==> src/rtl/rice_core_lsu.sv <==
// rice_core_lsu: single-outstanding load/store unit with local misalignment trap, lane steering and load extension.
module rice_core_lsu #(
  parameter int XLEN = 32,
  parameter int ADDRESS_WIDTH = 32
) (
  input  logic                     i_clk,
  input  logic                     i_rst,
  input  logic                     i_valid,
  output logic                     o_ready,
  input  logic [4:0]               i_access,
  input  logic [ADDRESS_WIDTH-1:0] i_address,
  input  logic [XLEN-1:0]          i_store_data,
  input  logic [4:0]               i_rd,
  output logic                     o_valid,
  input  logic                     i_ready,
  output logic [4:0]               o_rd,
  output logic                     o_rd_write,
  output logic [XLEN-1:0]          o_load_data,
  output logic                     o_misaligned,
  output logic                     o_access_fault,
  output logic                     o_bus_request_valid,
  input  logic                     i_bus_request_ready,
  output logic                     o_bus_write,
  output logic [ADDRESS_WIDTH-1:0] o_bus_address,
  output logic [3:0]               o_bus_strobe,
  output logic [XLEN-1:0]          o_bus_write_data,
  input  logic                     i_bus_response_valid,
  output logic                     o_bus_response_ready,
  input  logic [XLEN-1:0]          i_bus_response_data,
  input  logic                     i_bus_response_error
);
  typedef enum logic [1:0] {IDLE, REQUEST, RESPONSE, DONE} state_t;
  localparam logic [1:0] ACC_STORE = 2'd1;
  localparam logic [1:0] ACC_LOAD  = 2'd2;
  state_t state;
  logic [1:0] acc_type;
  logic [2:0] acc_mode;
  logic [1:0] offset;
  logic [1:0] in_type;
  logic [2:0] in_mode;
  logic [1:0] in_off;
  logic mem_op, mode_legal, misaligned;
  logic [3:0] strobe;
  logic [XLEN-1:0] wdata;
  logic [7:0] lane_b;
  logic [15:0] lane_h;
  logic [XLEN-1:0] ext;
  logic load_ok;
  assign in_type = i_access[4:3];
  assign in_mode = i_access[2:0];
  assign in_off = i_address[1:0];
  assign mem_op = (in_type == ACC_STORE) || (in_type == ACC_LOAD);
  // legal modes are B, H, W, BU, HU; everything else traps as misaligned
  assign mode_legal = !(in_mode[1] && (in_mode[0] || in_mode[2]));
  assign misaligned = mem_op && (!mode_legal || (in_mode[1:0] == 2'b01 && in_off[0]) || (in_mode[1:0] == 2'b10 && in_off != 2'b00));
  assign strobe = in_mode[1] ? 4'b1111 : in_mode[0] ? 4'b0011 << in_off : 4'b0001 << in_off;
  assign wdata = in_mode[1] ? i_store_data : in_mode[0] ? {2{i_store_data[15:0]}} : {4{i_store_data[7:0]}};
  assign lane_b = i_bus_response_data[{offset, 3'b000} +: 8];
  assign lane_h = offset[1] ? i_bus_response_data[31:16] : i_bus_response_data[15:0];
  assign ext = acc_mode[1] ? i_bus_response_data :
               acc_mode[0] ? {{(XLEN-16){!acc_mode[2] && lane_h[15]}}, lane_h} :
               {{(XLEN-8){!acc_mode[2] && lane_b[7]}}, lane_b};
  assign load_ok = (acc_type == ACC_LOAD) && !i_bus_response_error;
  assign o_ready = state == IDLE;
  assign o_bus_request_valid = state == REQUEST;
  assign o_bus_response_ready = state == RESPONSE;
  assign o_valid = state == DONE;
  always_ff @(posedge i_clk or posedge i_rst) begin
    if (i_rst) begin
      state <= IDLE;
      acc_type <= '0;
      acc_mode <= '0;
      offset <= '0;
      o_rd <= '0;
      o_rd_write <= 1'b0;
      o_load_data <= '0;
      o_misaligned <= 1'b0;
      o_access_fault <= 1'b0;
      o_bus_write <= 1'b0;
      o_bus_address <= '0;
      o_bus_strobe <= '0;
      o_bus_write_data <= '0;
    end else begin
      case (state)
        IDLE: if (i_valid) begin
          acc_type <= in_type;
          acc_mode <= in_mode;
          offset <= in_off;
          o_rd <= i_rd;
          o_rd_write <= 1'b0;
          o_load_data <= '0;
          o_misaligned <= misaligned;
          o_access_fault <= 1'b0;
          o_bus_write <= in_type == ACC_STORE;
          o_bus_address <= {i_address[ADDRESS_WIDTH-1:2], 2'b00};
          o_bus_strobe <= strobe;
          o_bus_write_data <= wdata;
          state <= (misaligned || !mem_op) ? DONE : REQUEST;
        end
        REQUEST: if (i_bus_request_ready) state <= RESPONSE;
        RESPONSE: if (i_bus_response_valid) begin
          o_access_fault <= i_bus_response_error;
          o_load_data <= load_ok ? ext : '0;
          o_rd_write <= load_ok && (o_rd != 5'd0);
          state <= DONE;
        end
        DONE: if (i_ready) state <= IDLE;
        default: state <= IDLE;
      endcase
    end
  end
endmodule

==> config.mk <==
export PLATFORM = sky130hd
export DESIGN_NAME = rice_core_lsu
export DESIGN_NICKNAME = d
export VERILOG_FILES = /design/src/rtl/rice_core_lsu.sv
export SDC_FILE = /design/constraint.sdc
export NUM_CORES = 1
export LEC_CHECK = 0
export BUFFER_PORTS_ARGS = -buffer_cell sky130_fd_sc_hd__buf_2
export CELL_PAD_IN_SITES_DETAIL_PLACEMENT = 0
export CELL_PAD_IN_SITES_GLOBAL_PLACEMENT = 1
export CORE_MARGIN = 2
export CORE_UTILIZATION = 39
export CTS_CLUSTER_SIZE = 14
export DETAILED_ROUTE_END_ITERATION = 10
export HOLD_SLACK_MARGIN = 0.08
export PLACE_DENSITY = 0.86
export SYNTH_ARGS = -nofsm -noshare
export SYNTH_HDL_FRONTEND = slang
export SYNTH_SLANG_ARGS = --single-unit
==> constraint.sdc <==
create_clock -name i_clk -period 9.5 [get_ports i_clk]
set_input_delay 1.9 -clock i_clk [delete_from_list [all_inputs] [get_ports i_clk]]
set_output_delay 1.9 -clock i_clk [all_outputs]
set_load 0.01 [all_outputs]
==> impl_metrics.toml <==
[status]
status = "finished, final reports clean"

[worst_setup_path]
rr_worst_depth = 6
rrSetupSlack_ps = 6900
arrival_ps = 3820
crit_slowest_cell = "nor4b_4"
cp.required_ps = 9840
end_kind = "register"
cp_cell_sequence = "buf_2 -> or3b_4 -> or3_1 -> nor4b_4 -> a221o_2"
slowest_delay_ps = 710
crit_path_max_fanout = 16
startpoint_type = "primary input"
worst-setup-path-type = "in -> reg"

[sta]
min_period_over_period_pct = 36.6
maxSlewViolCount = 0
rsz0062_at_grt = "false"
fmax_mhz = 288
finalCriticalPeriod_ps = 3480
setup_tns_ps = 0
fin_hold_ws_ps = 470
hold_violations = 0
tightest_slew_ps = 1140
finalSetupViolCount = 0
skew_ps = 6.02
relSlewSlack_pct = 24.3

[synth]
synth_area_sq_um = 5230
ys_seq_area_share_pct = 55.5
synth_top_family_by_area = "multiplexers"
syn_avg_cell_area_sq_um = 12.1
synth_compound_area_share_pct = 13.6
ys.flop_type = "dfrtp_1"
ys_ff_latch = 116
synth-simple-area-share_pct = 7.66
synth_area_leader_cell = "dfrtp_1"
yosys_warnings = 0
ys_top_cells_by_area = "dfrtp_1 (56%), mux2_2 (12%), mux2i_1 (6.3%), o21ai_0 (3.6%), a221o_2 (3.4%)"
syn_inst = 433
synthArstFlopShare_pct = 100
synth_edf_count = 0
synth_fa_ha_area_share_pct = 1.20
synth.distinct_cells = 46
synth_mux_area_share_pct = 18.4
synth_xor_xnor_area_share_pct = 0
synth_top_area_share_pct = 55.5

[clocking]
cts_buffers = 17
clockBufferDepth = 2
postCtsSetupBuffers = 0
clk_latency_ps = 400
ctsResizeCount = 0
cts_sinks = 116
cts_tree = "done"
clk_pin_slew_worst_paths_ps = 50
htree_levels = 4
clockRootBuffer = "clkbuf_16"
holdBufCountCts = 0

[place]
io_buffers = 223
place_inst = 806
routabilityCongestion = 0.827
hpwl_um = 10200
placed_cell_area_sq_um = 6460

[route]
vias = 4271
drt_iter0_drc = 225
final_antenna_net_count = 0
routed_wl_um = 14000
vias_per_cell = 5.10
dr.pass1.iters = 4
wl_per_cell_um = 16.7
drc_errors = 0

[layout]
final_common_cell = "buf_2"
area_growth_pct = 35.9
finalNonFillerCells = 838
fin_area_sq_um = 7110
diodes = 0
final_cell_mix = "buf_2 (223), dfrtp_1 (116), mux2_2 (54)"
drive_gt1_share_pct = 50.9
nets = 767

[floorplanning]
initial_core_util_pct = 39.7
die_area_sq_um = 14400
ios = 226
die_y_um = 120
core_region_area_sq_um = 13200
die_w_um = 120
fp-row-count = 42

[global_routing]
grt_pass1_vias = 4426
grt_max_degree = 111
grt_overflow = 0
grtUsageTotal_pct = 20.3
grt_first_pass_wirelength_um = 22700
antenna_found_initial = 0

[min_path]
hold_class = "reg -> reg"
hold_path_depth = 2

[pwr]
power_density_nw_per_um2 = 318
power.leakage_nw = 3.67
ir_drop_uv = 179

[run]
maxCapViolations = 0
==> state kept, by name, indices dropped and copies added, names as in the netlist <==
name,flops
o_bus_write_data,32
o_load_data,32
o_bus_address,30
o_rd,5
o_bus_strobe,4
acc_mode,3
acc_type,2
offset,2
state,2
o_access_fault,1
o_bus_write,1
o_misaligned,1
o_rd_write,1
==> kinds of logic after synthesis <==
family | after synthesis
AND/OR/NAND/NOR | 85
other | 1
buffers and inverters | 40
flip-flops | 116
multiplexers | 88
adder cells (fa/ha/maj) | 5
AO/OA/AOI/OAI | 98
==> final timing paths <==
| path | start | endpoint |
|---|---|---|
| max | i_bus_response_error | o_load_data[23] |
| min | o_bus_write_data[29] | o_bus_write_data[29] |
| max reg2reg | state[1] | o_load_data[23] |
| min reg2reg | o_bus_write_data[29] | o_bus_write_data[29] |
| max in group asynchronous | i_rst | o_load_data[7] |
| min in group asynchronous | i_rst | o_bus_address[8] |
==> routing by layer <==
metal | vias to the layer above | track usage (%) | share of wire, %
li1 | 2004 | - | -
met1 | 2052 | 23.8 | 41
met2 | 191 | 33.5 | 48
met3 | 24 | 8.70 | 9.0
met4 | 0 | 7.06 | 2.0
met5 | - | 0 | 0
==> final cells by class <==
class                   instances  area [sq um]
fillers                      1202          6080
inverters                       9          36.3
multi-input cells             278          2160
flip-flops and latches        116          2900
well taps                     176           220
clock buffers                  23           498
clock inverters                 9           148
repair buffers                227          1150
==> worst max-delay path: cells and delay by family <==
family	cells	cell delay, ps
buf+inv	1	110
compound gates	1	230
simple gates	3	1570
==> power by group <==
group          internal (mW)  total (mW)  switching [mW]
sequential             0.689       0.812           0.124
clock                  0.472       0.689           0.217
combinational          0.355       0.761           0.406
==> per-stage QoR <==
stage	power [mW]	setup WS, ps	utilization [%]
2_1_floorplan	1.28	4530	-
3_5_place_dp	1.59	5590	49.0
3_3_place_gp	1.56	5690	49.0
4_1_cts	2.29	6040	53.9
6_report	2.26	6020	53.9
5_1_grt	2.41	5900	53.9
==> Yosys cell counts, types with 2 or more instances <==
library cell / instances
nor2b_1: 4
ha_1: 5
and2_1: 6
o31ai_1: 2
o21ai_0: 38
a22oi_1: 9
nand2_1: 35
clkbuf_1: 19
mux2_2: 54
buf_6: 2
nor2_1: 28
or3_1: 2
nand2b_1: 2
a22o_1: 2
inv_1: 9
a2111oi_0: 6
buf_2: 2
buf_4: 4
buf_1: 3
a21oi_1: 8
dfrtp_1: 116
mux2i_1: 33
a221o_1: 6
a221o_2: 16
(Power assumes the default switching activity.)
